$ cat config.mk
export PLATFORM = sky130hd
export DESIGN_NAME = ahblite_busmatrix_inputstage_flat
export DESIGN_NICKNAME = d
export VERILOG_FILES = /design/src/rtl/ahblite_busmatrix_pkg.sv /design/src/rtl/ahblite_busmatrix_inputstage_if.sv /design/src/rtl/ahblite_addr_hold_reg.sv /design/src/rtl/ahblite_busmatrix_inputstage.sv /design/src/flat_wrapper.sv
export SDC_FILE = /design/constraint.sdc
export NUM_CORES = 1
export LEC_CHECK = 0
export ABC_AREA = 0
export CAP_MARGIN = 20
export CORE_ASPECT_RATIO = 1.4
export CORE_MARGIN = 8
export CORE_UTILIZATION = 44
export CTS_BUF_LIST = sky130_fd_sc_hd__clkbuf_16
export DETAILED_ROUTE_END_ITERATION = 10
export PLACE_DENSITY_LB_ADDON = 0.2
export SETUP_SLACK_MARGIN = 0.1
export SLEW_MARGIN = 5
export SYNTH_ARGS = -nofsm -noshare
export SYNTH_HDL_FRONTEND = slang
export SYNTH_SLANG_ARGS = --single-unit
$ cat constraint.sdc
create_clock -name HCLK -period 2.1 [get_ports HCLK]
set_input_delay 0.63 -clock HCLK [delete_from_list [all_inputs] [get_ports HCLK]]
set_output_delay 0.63 -clock HCLK [all_outputs]
set_load 0.03 [all_outputs]
$ cat src/rtl/ahblite_busmatrix_pkg.sv
// Shared constants and types for the AHB-Lite bus matrix blocks.
package ahblite_busmatrix_pkg;

  localparam int DEFAULT_ADDR_W = 32;

  localparam logic [1:0] HTRANS_IDLE   = 2'b00;
  localparam logic [1:0] HTRANS_BUSY   = 2'b01;
  localparam logic [1:0] HTRANS_NONSEQ = 2'b10;
  localparam logic [1:0] HTRANS_SEQ    = 2'b11;

  localparam logic HRESP_OKAY  = 1'b0;
  localparam logic HRESP_ERROR = 1'b1;

  // Control fields carried with the address: HTRANS, HWRITE, HSIZE, HBURST, HPROT
  localparam int CTRL_W = 13;

  typedef enum logic {
    ST_IDLE = 1'b0,
    ST_PEND = 1'b1
  } inputstage_state_e;

  // NONSEQ and SEQ both have bit 1 set; IDLE and BUSY carry no transfer.
  function automatic logic is_active_trans(input logic [1:0] htrans);
    return htrans[1];
  endfunction

endpackage

$ cat src/rtl/ahblite_busmatrix_inputstage_if.sv
// Master-port and decoder-side signals of one bus matrix input stage.
interface ahblite_busmatrix_inputstage_if
  import ahblite_busmatrix_pkg::*;
#(
  parameter int ADDR_W = DEFAULT_ADDR_W
);
  logic              HSEL;
  logic [ADDR_W-1:0] HADDR;
  logic [1:0]        HTRANS;
  logic              HWRITE;
  logic [2:0]        HSIZE;
  logic [2:0]        HBURST;
  logic [3:0]        HPROT;
  logic              HREADY;
  logic              HREADYOUT;
  logic              HRESP;

  logic              HSEL_o;
  logic [ADDR_W-1:0] HADDR_o;
  logic [1:0]        HTRANS_o;
  logic              HWRITE_o;
  logic [2:0]        HSIZE_o;
  logic [2:0]        HBURST_o;
  logic [3:0]        HPROT_o;
  logic              TRANS_HOLD;

  logic              ACTIVE_Decoder;
  logic              HREADYOUT_Decoder;
  logic              HRESP_Decoder;

  modport slave (
    input  HSEL, HADDR, HTRANS, HWRITE, HSIZE, HBURST, HPROT, HREADY,
    output HREADYOUT, HRESP,
    output HSEL_o, HADDR_o, HTRANS_o, HWRITE_o, HSIZE_o, HBURST_o, HPROT_o, TRANS_HOLD,
    input  ACTIVE_Decoder, HREADYOUT_Decoder, HRESP_Decoder
  );

  modport master (
    output HSEL, HADDR, HTRANS, HWRITE, HSIZE, HBURST, HPROT, HREADY,
    input  HREADYOUT, HRESP,
    input  HSEL_o, HADDR_o, HTRANS_o, HWRITE_o, HSIZE_o, HBURST_o, HPROT_o, TRANS_HOLD,
    output ACTIVE_Decoder, HREADYOUT_Decoder, HRESP_Decoder
  );

endinterface

$ cat src/rtl/ahblite_addr_hold_reg.sv
// Load-enabled capture register for a stalled master's address-phase bundle.
module ahblite_addr_hold_reg #(
  parameter int WIDTH = 45
) (
  input  logic             clk,
  input  logic             rst_n,
  input  logic             load,
  input  logic [WIDTH-1:0] d,
  output logic [WIDTH-1:0] q
);

  logic [WIDTH-1:0] hold_r;

  // Capture register: written only when a transfer has to be parked.
  always_ff @(posedge clk or negedge rst_n) begin
    if (!rst_n) begin
      hold_r <= {WIDTH{1'b0}};
    end else if (load) begin
      hold_r <= d;
    end else begin
      hold_r <= hold_r;
    end
  end

  assign q = hold_r;

endmodule

$ cat src/rtl/ahblite_busmatrix_inputstage.sv
// Bus matrix input stage: parks an ungranted address phase, stalls the master,
// replays it once the output stage routes it, and returns the slave's response.
module ahblite_busmatrix_inputstage
  import ahblite_busmatrix_pkg::*;
#(
  parameter int ADDR_W = DEFAULT_ADDR_W
) (
  input logic                          HCLK,
  input logic                          HRESETn,
  ahblite_busmatrix_inputstage_if.slave bus
);

  localparam int HOLD_W = ADDR_W + CTRL_W;

  inputstage_state_e state_r;
  inputstage_state_e state_next_s;
  logic              data_phase_r;
  logic              data_phase_next_s;
  logic              new_trans_s;
  logic              accept_s;
  logic              taken_s;
  logic              capture_s;
  logic              pend_s;

  logic [HOLD_W-1:0] live_bundle_s;
  logic [HOLD_W-1:0] hold_bundle_s;
  logic [ADDR_W-1:0] hold_haddr_s;
  logic [1:0]        hold_htrans_s;
  logic              hold_hwrite_s;
  logic [2:0]        hold_hsize_s;
  logic [2:0]        hold_hburst_s;
  logic [3:0]        hold_hprot_s;

  assign new_trans_s = bus.HSEL & is_active_trans(bus.HTRANS) & bus.HREADY;
  assign accept_s    = bus.ACTIVE_Decoder & bus.HREADYOUT_Decoder;
  assign pend_s      = (state_r == ST_PEND);

  assign live_bundle_s = {bus.HADDR, bus.HTRANS, bus.HWRITE, bus.HSIZE, bus.HBURST, bus.HPROT};
  assign {hold_haddr_s, hold_htrans_s, hold_hwrite_s,
          hold_hsize_s, hold_hburst_s, hold_hprot_s} = hold_bundle_s;

  ahblite_addr_hold_reg #(
    .WIDTH (HOLD_W)
  ) u_hold (
    .clk   (HCLK),
    .rst_n (HRESETn),
    .load  (capture_s),
    .d     (live_bundle_s),
    .q     (hold_bundle_s)
  );

  // State and data-phase registers.
  always_ff @(posedge HCLK or negedge HRESETn) begin
    if (!HRESETn) begin
      state_r      <= ST_IDLE;
      data_phase_r <= 1'b0;
    end else begin
      state_r      <= state_next_s;
      data_phase_r <= data_phase_next_s;
    end
  end

  // Next state, capture strobe and data-phase tracking.
  always_comb begin
    state_next_s      = state_r;
    capture_s         = 1'b0;
    taken_s           = 1'b0;
    data_phase_next_s = data_phase_r;
    case (state_r)
      ST_IDLE: begin
        if (new_trans_s && !accept_s) begin
          state_next_s = ST_PEND;
          capture_s    = 1'b1;
        end else begin
          state_next_s = ST_IDLE;
          taken_s      = new_trans_s;
        end
      end
      ST_PEND: begin
        // A master that violates HREADY here is ignored; the hold stays frozen.
        if (accept_s) begin
          state_next_s = ST_IDLE;
          taken_s      = 1'b1;
        end else begin
          state_next_s = ST_PEND;
        end
      end
      default: begin
        state_next_s = ST_IDLE;
      end
    endcase
    if (taken_s) begin
      data_phase_next_s = 1'b1;
    end else if (bus.HREADYOUT_Decoder) begin
      data_phase_next_s = 1'b0;
    end else begin
      data_phase_next_s = data_phase_r;
    end
  end

  // Address-phase mux towards the decoder plus master-facing ready/response.
  always_comb begin
    if (pend_s) begin
      bus.HSEL_o   = 1'b1;
      bus.HADDR_o  = hold_haddr_s;
      bus.HTRANS_o = hold_htrans_s;
      bus.HWRITE_o = hold_hwrite_s;
      bus.HSIZE_o  = hold_hsize_s;
      bus.HBURST_o = hold_hburst_s;
      bus.HPROT_o  = hold_hprot_s;
    end else begin
      bus.HSEL_o   = bus.HSEL;
      bus.HADDR_o  = bus.HADDR;
      bus.HTRANS_o = bus.HSEL ? bus.HTRANS : HTRANS_IDLE;
      bus.HWRITE_o = bus.HWRITE;
      bus.HSIZE_o  = bus.HSIZE;
      bus.HBURST_o = bus.HBURST;
      bus.HPROT_o  = bus.HPROT;
    end

    bus.TRANS_HOLD = pend_s | (bus.HSEL & is_active_trans(bus.HTRANS));

    if (pend_s) begin
      bus.HREADYOUT = 1'b0;
    end else if (data_phase_r) begin
      bus.HREADYOUT = bus.HREADYOUT_Decoder;
    end else begin
      bus.HREADYOUT = 1'b1;
    end

    if (data_phase_r) begin
      bus.HRESP = bus.HRESP_Decoder;
    end else begin
      bus.HRESP = HRESP_OKAY;
    end
  end

endmodule
$ cat src/flat_wrapper.sv
// flat-port wrapper written by rule: the top's interface ports become plain ports
module ahblite_busmatrix_inputstage_flat import ahblite_busmatrix_pkg::*;
#(
  parameter int ADDR_W = DEFAULT_ADDR_W
)
  (HCLK, HRESETn, bus_HSEL, bus_HADDR, bus_HTRANS, bus_HWRITE, bus_HSIZE, bus_HBURST, bus_HPROT, bus_HREADY, bus_HREADYOUT, bus_HRESP, bus_HSEL_o, bus_HADDR_o, bus_HTRANS_o, bus_HWRITE_o, bus_HSIZE_o, bus_HBURST_o, bus_HPROT_o, bus_TRANS_HOLD, bus_ACTIVE_Decoder, bus_HREADYOUT_Decoder, bus_HRESP_Decoder);
  ahblite_busmatrix_inputstage_if #(.ADDR_W(ADDR_W)) bus_i ();
  input logic HCLK;
  input logic HRESETn;
  input wire logic [$bits(bus_i.HSEL)-1:0] bus_HSEL;
  input wire logic [$bits(bus_i.HADDR)-1:0] bus_HADDR;
  input wire logic [$bits(bus_i.HTRANS)-1:0] bus_HTRANS;
  input wire logic [$bits(bus_i.HWRITE)-1:0] bus_HWRITE;
  input wire logic [$bits(bus_i.HSIZE)-1:0] bus_HSIZE;
  input wire logic [$bits(bus_i.HBURST)-1:0] bus_HBURST;
  input wire logic [$bits(bus_i.HPROT)-1:0] bus_HPROT;
  input wire logic [$bits(bus_i.HREADY)-1:0] bus_HREADY;
  output wire logic [$bits(bus_i.HREADYOUT)-1:0] bus_HREADYOUT;
  output wire logic [$bits(bus_i.HRESP)-1:0] bus_HRESP;
  output wire logic [$bits(bus_i.HSEL_o)-1:0] bus_HSEL_o;
  output wire logic [$bits(bus_i.HADDR_o)-1:0] bus_HADDR_o;
  output wire logic [$bits(bus_i.HTRANS_o)-1:0] bus_HTRANS_o;
  output wire logic [$bits(bus_i.HWRITE_o)-1:0] bus_HWRITE_o;
  output wire logic [$bits(bus_i.HSIZE_o)-1:0] bus_HSIZE_o;
  output wire logic [$bits(bus_i.HBURST_o)-1:0] bus_HBURST_o;
  output wire logic [$bits(bus_i.HPROT_o)-1:0] bus_HPROT_o;
  output wire logic [$bits(bus_i.TRANS_HOLD)-1:0] bus_TRANS_HOLD;
  input wire logic [$bits(bus_i.ACTIVE_Decoder)-1:0] bus_ACTIVE_Decoder;
  input wire logic [$bits(bus_i.HREADYOUT_Decoder)-1:0] bus_HREADYOUT_Decoder;
  input wire logic [$bits(bus_i.HRESP_Decoder)-1:0] bus_HRESP_Decoder;
  assign bus_i.HSEL = bus_HSEL;
  assign bus_i.HADDR = bus_HADDR;
  assign bus_i.HTRANS = bus_HTRANS;
  assign bus_i.HWRITE = bus_HWRITE;
  assign bus_i.HSIZE = bus_HSIZE;
  assign bus_i.HBURST = bus_HBURST;
  assign bus_i.HPROT = bus_HPROT;
  assign bus_i.HREADY = bus_HREADY;
  assign bus_HREADYOUT = bus_i.HREADYOUT;
  assign bus_HRESP = bus_i.HRESP;
  assign bus_HSEL_o = bus_i.HSEL_o;
  assign bus_HADDR_o = bus_i.HADDR_o;
  assign bus_HTRANS_o = bus_i.HTRANS_o;
  assign bus_HWRITE_o = bus_i.HWRITE_o;
  assign bus_HSIZE_o = bus_i.HSIZE_o;
  assign bus_HBURST_o = bus_i.HBURST_o;
  assign bus_HPROT_o = bus_i.HPROT_o;
  assign bus_TRANS_HOLD = bus_i.TRANS_HOLD;
  assign bus_i.ACTIVE_Decoder = bus_ACTIVE_Decoder;
  assign bus_i.HREADYOUT_Decoder = bus_HREADYOUT_Decoder;
  assign bus_i.HRESP_Decoder = bus_HRESP_Decoder;
  ahblite_busmatrix_inputstage #(.ADDR_W(ADDR_W)) u_core (.HCLK(HCLK), .HRESETn(HRESETn), .bus(bus_i));
endmodule
* Word level (Yosys, flattened, before mapping)
Index checks and enable logic that the tools add are counted.
Word-level totals: input port bits 52, flip-flop bits (word level) 47, word-level logic and storage cells 31
Operators by class: reduce and logical (&&, ||, !) cells 3, bitwise operators 5, mux-type cells 20
Operators by type and width (count):
- two-way mux 32 bit | 1
- two-way mux 1 bit | 12
- two-way mux 3 bit | 2
- two-way mux 2 bit | 2
- two-way mux 4 bit | 1
- one-hot mux 1 bit (2 select lines) | 2
- AND 1 bit | 3
- nonzero test 2 bit | 1
- logical AND 1 bit | 1
- logical NOT 1 bit | 1
- NOT 1 bit | 1
- bitwise OR 1 bit | 1

* Logic depth before layout (Yosys ltp)
Gate-level depths: netlist (run 1).
depth in word-level cells 6, depth in mapped cells 5, mapped depth without buffers 3

* Hierarchy
A second synthesis (run 1) with hierarchy kept.
Unflattened totals: cell total of the unflattened synthesis 163, area, all modules 2753.9 um^2
By module, submodules not included:
- ahblite_addr_hold_reg | times used 1, cells each 95, area each 1874.3 um^2, sequential area each 1126.1 um^2
- ahblite_busmatrix_inputstage | times used 1, cells each 68, area each 879.6 um^2, sequential area each 50.0 um^2

* Worst setup path before layout (run 1)
OpenSTA, ideal clock, no wires.
kind register to output, start point register u_core.state_r (netlist: u_core.pend_s), end point output port bus_HTRANS_o[0], buffers on the path 2, path slack 91 ps, arrival 1379 ps, stages on the path, launching flop included 4, cells stage by stage dfrtp_1 buf_2 clkbuf_1 o21ai_0
On the way: cells in the longest elaborated chain, start to end 1
RTL lines:
- start, declared | RTL line ahblite_busmatrix_inputstage.sv:15 | inputstage_state_e state_r;
- start signal, assigned | RTL line ahblite_busmatrix_inputstage.sv:58 | state_r <= state_next_s;
- two-way mux 2 bit | RTL line ahblite_busmatrix_inputstage.sv:103 | if (pend_s) begin
- end, declared | RTL line flat_wrapper.sv:22 | output wire logic [$bits(bus_i.HTRANS_o)-1:0] bus_HTRANS_o;
No other way between the ends.

* Worst setup path after layout (run 1)
start point register u_core.state_r (netlist: u_core.pend_s), end point output port bus_HPROT_o[2]
On the way: cells in the longest elaborated chain, start to end 1
RTL lines:
- two-way mux 4 bit | RTL line ahblite_busmatrix_inputstage.sv:103
- end, declared | RTL line flat_wrapper.sv:26 | output wire logic [$bits(bus_i.HPROT_o)-1:0] bus_HPROT_o;
No other way between the ends.

==> results of run 1 <==
what timing repair did:
item / in CTS / in global routing
hold buffers: 0 / 0
endpoints found under the setup margin: 70 / 51
setup buffers: 3 / 0
pin swaps: 1 / 2
gates cloned: 2 / 2
gates resized for setup: 147 / 17
registers in the layout (all words and copies together) (netlist names):
| name | flops |
|---|---|
| u_core.u_hold.q | 45 |
| u_core.data_phase_r | 1 |
| u_core.pend_s | 1 |
per-layer routing:
metal	wire length (microns)	vias to the layer above
met3	543	6
met5	0	-
met2	3360	64
li1	-	850
met4	80	0
met1	2740	889
final timing paths:
check / startpoint / end / slack, ns / depth (start not counted)
worst min-delay path: HRESETn / u_core.u_hold.q[43] / 0.33 / 2
max in group asynchronous: HRESETn / u_core.pend_s / 1.46 / 2
worst max-delay path: u_core.pend_s / bus_HPROT_o[2] / 0.02 / 4
worst min register to register: u_core.u_hold.q[12] / u_core.u_hold.q[12] / 0.48 / 1
min in group HCLK: u_core.u_hold.q[12] / u_core.u_hold.q[12] / 0.48 / 1
worst max register to register: u_core.pend_s / u_core.u_hold.q[22] / 0.39 / 5
through the flow:
| step | utilization (%) | std cells | hold slack [ns] | instance area, sq um |
|---|---|---|---|---|
| after floorplan | - | 163 | 0.334 | 2530 |
| after global placement | 65.6 | 350 | 0.456 | 3630 |
| after detailed placement | 65.6 | 350 | 0.470 | 3630 |
| after CTS | 75.0 | 363 | 0.333 | 4140 |
| after global routing | 76.7 | 365 | 0.358 | 4240 |
| final | 76.7 | 365 | 0.331 | 4240 |
report_power, final:
group	switching (mW)	internal, mW
Combinational	0.651	0.929
Sequential	0.138	1.14
Clock	0.314	0.429
Yosys cell counts (all sizes together):
master / number
mux2: 87
dfrtp: 47
buf: 10
nand2: 5
a21oi: 2
o21ai: 2
or2: 2
a31oi: 1
and2: 1
clkbuf: 1
inv: 1
nand2b: 1
nand3: 1
nor3b: 1
o2bb2ai: 1
logic make-up after synthesis:
logic type / count (synthesis)
buf+inv: 12
flops: 47
compound gates: 6
simple gates: 11
mux: 87
critical path: cells and delay by family (launching register included):
kind	cells	cell delay, ns
DFF	1	0.42
buffers and inverters	3	0.45
muxes	1	0.30
area by class of cell:
| type | instances | area, sq um | share of cell area [%] |
|---|---|---|---|
| Timing Repair Buffer | 137 | 1440 | 34.0 |
| Multi-Input combinational cell | 104 | 1390 | 32.9 |
| Sequential cell | 47 | 1180 | 27.8 |
| Clock buffer | 5 | 125 | 2.95 |
| Tap cell | 68 | 85.1 | 2.01 |
| Clock inverter | 3 | 11.3 | 0.266 |
| Inverter | 1 | 3.75 | 0.0885 |
==> flow_summary.yaml, run 1 <==
outcome:
  status: "complete, no violations"
grt:
  grt_pass1_vias: 2121
  pin_count_of_the_biggest_net_entering_global_routing: 27
  globalRouteMet3Util_pct: 6.21
  grt_antenna_before_repair: 0
  use_met1_pct: 19.0
  globalRouteOverflowTotal: 0
  wire_length_of_the_first_global_routing_pass_mm: 10.9
  grt_total_usage_pct: 16.1
  global_route.peak_usage_layer: "met2"
  gr_util_met2_pct: 26.3
critical_path:
  slowest_delay_ns: 0.42
  worst_path_arrival_ns: 1.45
  critPathMostFrequentCell: "sky130_fd_sc_hd__buf_6"
  critical_path_required_ns: 1.47
  timing.critical_path.slowest_stage_cell: "sky130_fd_sc_hd__dfrtp_2"
  critical_path.startpoint_type: "register"
  worst-path-max-fanout: 4
  critical_path.endpoint_type: "output pin"
  crit_path_cells: "buf_6, clkbuf_16, mux2_4, buf_6"
  worst-setup-path-type: "register to output pin"
sta:
  setup_total_negative_slack_ns: 0
  slew-limit-headroom_pct: 77.3
  final-hold-violation-count: 0
  final_min_period_ns: 2.08
  finalSetupViolations: 0
  grt_setup_unrepaired: "yes"
  peak_clock_frequency_supported_by_timing_mhz: 481
  fin_worst_skew_ns: 0.00404
  fin_ws_ns: 0.0198
  worst_slew_pin_slew_ns: 0.340
  timing.final.crit_share_pct: 99.1
  slew_viol_final: 0
cells_and_area:
  fillerInstances: 354
  layout_common_cells: "sky130_fd_sc_hd__mux2_4, sky130_fd_sc_hd__buf_6, sky130_fd_sc_hd__dfrtp_1, sky130_fd_sc_hd__dlygate4sd2_1, sky130_fd_sc_hd__buf_4"
  layout.cells.most_common: "sky130_fd_sc_hd__mux2_4"
  drive_above_1_share_pct: 62.3
  design.final.nets: 348
  syn2layout_area_growth_pct: 67.7
  antenna_cells: 0
yosys:
  yosys.area_share.xor_xnor_pct: 0
  synth-seq-cells: 47
  yosys.area.top_type_share_pct: 46.5
  yosys.area.top_type: "sky130_fd_sc_hd__dfrtp_1"
  synth_top_family_by_area: "multiplexers"
  mappedNetlistArea_sq_um: 2530
  share_of_the_yosys_chip_area_belonging_to_registers_pct: 46.5
  post_synth_and_or_nand_nor_area_fraction_pct: 2.62
  syn_area_per_cell_sq_um: 15.5
  postSynthCellCount: 163
  syn_nets: 215
  synth_mux_area_share_pct: 44.6
  compound_cell_area_share_of_the_yosys_netlist_pct: 1.39
  leading_post_synthesis_cells_by_cell_area: "sky130_fd_sc_hd__dfrtp_1, sky130_fd_sc_hd__mux2_4, sky130_fd_sc_hd__mux2_2, sky130_fd_sc_hd__buf_12, sky130_fd_sc_hd__buf_2"
  synth-warning-count: 0
  post_synthesis_cell_type_count: 18
  synth-adder-area-share_pct: 0
route:
  vias: 1809
  drt_iter0_drc: 36
  drc: 0
  first_pass_iters: 4
  mean_number_of_vias_per_cell: 4.96
  postRouteAntennaNets: 0
  wl_mm: 6.72
  wire_per_inst_microns: 18.4
cts:
  tritoncts: "done"
  clk_latency_worst_skew_pair_ns: 0.28
  cts_inserted_buffers: 5
  max-clock-path-buffers: 2
  cts_root_buffer: "sky130_fd_sc_hd__clkbuf_16"
  clkTransAtPathRegs_ns: 0.06
  cts.htree.levels: 2
  cts_num_sinks: 47
power_and_ir_drop:
  ir_worst_vdd_uv: 475
  leakagePower_nw: 2.12
  final_power_mw: 3.60
  powerDensity_nw_per_um2: 850
placed_design:
  count_of_input_and_output_buffers: 100
  place_ws_ns: -0.439
  globalplace.congestion: 0.687
  post-dp-hpwl_mm: 4.53
floorplanning:
  die_y_microns: 106
  core_region_area_sq_um: 5530
  start_util_pct: 45.7
  core.rowCount: 32
  io-pin-count: 101
  die_width_microns: 80.1
  fp.dieArea_sq_um: 8460
worst_hold_path:
  hp-class: "primary input to async pin"
job:
  max_cap_violations: 0
Power figures use the tool's default switching activity.
==> run 2: changes to the inputs <==
- CORE_UTILIZATION: 44 -> 45
- SLEW_MARGIN: 5 -> default
- SYNTH_HIERARCHICAL: default -> 1
==> run 2 against run 1 <==
- the flow now finishes with violations (negative setup slack)
- first-iteration DRC count is 5.6% higher
- sequential share of layout area is 1.1 points lower
- sequential power hardly changed
- utilization is 2.0 points lower
- critical path type unchanged
- largest cell class unchanged
- largest power group unchanged
==> flow_summary.yaml, run 2 <==
cells_and_area:
  fillerInstances: 374
  drive_above_1_share_pct: 64.1
  largest_register_ffs: 45
  layout.cells.most_common: "sky130_fd_sc_hd__mux2_4"
  multi_input_comb_area_sq_um: 1420
  layout_common_cells: "sky130_fd_sc_hd__mux2_4, sky130_fd_sc_hd__buf_6, sky130_fd_sc_hd__dfrtp_1, sky130_fd_sc_hd__clkdlybuf4s50_1"
  design.final.nets: 352
  seqCellArea_sq_um: 1180
  antenna_cells: 0
  syn2layout_area_growth_pct: 60.1
  postLayoutCoreUtil_pct: 74.7
yosys:
  synth.most_common_cell: "sky130_fd_sc_hd__mux2_4"
  synth-warning-count: 6
  asyncSetResetFlopFracSynth_pct: 100
  synth-adder-area-share_pct: 0
  synth_mux_area_share_pct: 47.0
  synth-seq-cells: 47
  yosys.area_share.xor_xnor_pct: 0
  syn_area_per_cell_sq_um: 16.9
  post_synthesis_cell_type_count: 16
  synth.cells.most_frequent: "sky130_fd_sc_hd__mux2_4, sky130_fd_sc_hd__dfrtp_1, sky130_fd_sc_hd__buf_12, sky130_fd_sc_hd__mux2_2, sky130_fd_sc_hd__nand2_1"
  compound_cell_area_share_of_the_yosys_netlist_pct: 1.27
  syn_nets: 215
  post_synth_and_or_nand_nor_area_fraction_pct: 1.82
  yosys.area.top_type_share_pct: 44.2
  yosys.area.top_type: "sky130_fd_sc_hd__mux2_4"
  mappedNetlistArea_sq_um: 2750
  synth_top_flop_cell: "sky130_fd_sc_hd__dfrtp_1"
  postSynthCellCount: 163
  synth_top_family_by_area: "multiplexers"
  synth_edf_count: 0
  leading_post_synthesis_cells_by_cell_area: "sky130_fd_sc_hd__mux2_4, sky130_fd_sc_hd__dfrtp_1, sky130_fd_sc_hd__buf_12, sky130_fd_sc_hd__mux2_2, sky130_fd_sc_hd__buf_6"
  share_of_the_yosys_chip_area_belonging_to_registers_pct: 42.7
critical_path:
  rrSetupSlack_ns: 0.20
  critical_path_required_ns: 1.47
  worst_path_arrival_ns: 1.51
  critical_path.startpoint_type: "register"
  worst-path-max-fanout: 9
  critical_path.endpoint_type: "output pin"
  worst-setup-path-type: "register to output pin"
floorplanning:
  core_region_area_sq_um: 5900
  core.rowCount: 33
  die_y_microns: 109
  die_width_microns: 82.1
  start_util_pct: 46.6
  io-pin-count: 101
  fp.dieArea_sq_um: 8910
cts:
  cts_root_buffer: "sky130_fd_sc_hd__clkbuf_16"
  cts_num_sinks: 47
  cts_hold_buffers: 0
  max-clock-path-buffers: 2
  cts_inserted_buffers: 5
  clkTransAtPathRegs_ns: 0.06
  tritoncts: "done"
  clk_latency_worst_skew_pair_ns: 0.28
  cts.htree.levels: 2
grt:
  wire_length_of_the_first_global_routing_pass_mm: 10.5
  pin_count_of_the_biggest_net_entering_global_routing: 48
  grt_antenna_before_repair: 0
  globalRouteOverflowTotal: 0
  grt_pass1_vias: 2085
  grt_total_usage_pct: 14.7
placed_design:
  globalplace.congestion: 0.674
  post-dp-hpwl_mm: 4.65
  place_ws_ns: -0.473
  count_of_input_and_output_buffers: 100
worst_hold_path:
  hp-class: "primary input to async pin"
route:
  vias: 1819
  drt_iter0_drc: 38
  mean_number_of_vias_per_cell: 4.90
  drc: 0
  wl_mm: 6.56
  first_pass_iters: 4
  postRouteAntennaNets: 0
  wire_per_inst_microns: 17.7
sta:
  holdWs_ns: 0.331
  slew-limit-headroom_pct: 83.0
  final-hold-violation-count: 0
  grt_setup_unrepaired: "yes"
  fin_ws_ns: -0.0426
  worst_slew_pin_slew_ns: 0.255
  fin_worst_skew_ns: 0.00434
  peak_clock_frequency_supported_by_timing_mhz: 467
  timing.final.crit_share_pct: 102
  slew_viol_final: 0
  final_min_period_ns: 2.14
  finalSetupViolations: 23
outcome:
  failing_checks: "negative setup slack"
  status: "complete, but fails checks"
job:
  max_cap_violations: 0
power_and_ir_drop:
  ir_worst_vdd_uv: 523
  powerDensity_nw_per_um2: 864
  leakagePower_nw: 2.12
## run 2: changes by cell type in the layout (fill, tap and decap cells not counted), sizes merged
cell	previous run	this run
buf	85	89
bufinv	0	1
clkbuf	8	7
clkdlybuf4s50	2	25
dlygate4sd2	41	23
dlymetal6s2s	6	2
inv	2	1
mux2	87	88
or2	2	1
## run 2: logic make-up after synthesis
| logic type | count (synthesis) |
|---|---|
| multiplexers | 88 |
| flip-flops | 47 |
| buffers and inverters | 12 |
| AND/OR/NAND/NOR | 10 |
| AO/OA/AOI/OAI | 6 |
## run 2: routing by layer
metal | global-route usage (%) | vias to the layer above | routed length, microns
met5 | 0 | - | 0
met1 | 17.5 | 900 | 2610
met3 | 6.15 | 2 | 634
li1 | - | 857 | -
met4 | 2.64 | 0 | 23
met2 | 24.1 | 60 | 3300
## run 2: worst paths after layout
| path | end | depth (start not counted) | start |
|---|---|---|---|
| setup / recovery | bus_HSIZE_o[0] | 4 | u_core/pend_s |
| max in group asynchronous | u_core/pend_s | 2 | HRESETn |
| hold reg to reg | u_core/u_hold/q[1] | 1 | u_core/u_hold/q[1] |
| min in group HCLK | u_core/u_hold/q[1] | 1 | u_core/u_hold/q[1] |
| setup reg to reg | u_core/u_hold/q[14] | 7 | u_core/pend_s |
| hold / removal | u_core/u_hold/q[32] | 2 | HRESETn |
## run 2: worst max-delay path: stages (launching register included)
cell and delay [ns]:
sky130_fd_sc_hd__dfrtp_2 0.46, sky130_fd_sc_hd__buf_12 0.16, sky130_fd_sc_hd__clkbuf_16 0.16, sky130_fd_sc_hd__mux2_4 0.30, sky130_fd_sc_hd__buf_6 0.14
## run 2: power by group
group	switching, mW	leakage (nW)	total, mW	internal [mW]
clock network	0.323	0.0812	0.879	0.555
registers	0.139	0.562	1.28	1.14
logic	0.657	1.48	1.65	0.990
total	1.12	2.12	3.81	2.69
## run 2: layout make-up
cell class | count | share of cell area (%)
tap | 70 | 1.99
clock buffer | 5 | 2.84
clock inverter | 3 | 0.880
sequential | 47 | 26.7
multi-input combinational | 104 | 32.3
timing repair buffer | 141 | 35.2
inverter | 1 | 0.0851
## run 2: what timing repair did
action / in CTS / in global routing
hold endpoints to repair: 0 / 0
buffers inserted: 11 / 5
cloned: 0 / 2
resized for setup: 215 / 10
pin swaps: 1 / 1
endpoints found under the setup margin: 77 / 60
## run 2: through the flow
| stage | std cells | setup TNS (ns) | cell area (sq um) | power [mW] |
|---|---|---|---|---|
| 2_1_floorplan | 163 | 0 | 2750 | 2.29 |
| 3_3_place_gp | 346 | -17.96 | 3870 | 2.74 |
| 3_5_place_dp | 346 | -19.76 | 3870 | 2.77 |
| 4_1_cts | 365 | -0.833 | 4280 | 3.81 |
| 5_1_grt | 371 | -1.72 | 4410 | 3.98 |
| 6_report | 371 | -0.563 | 4410 | 3.81 |
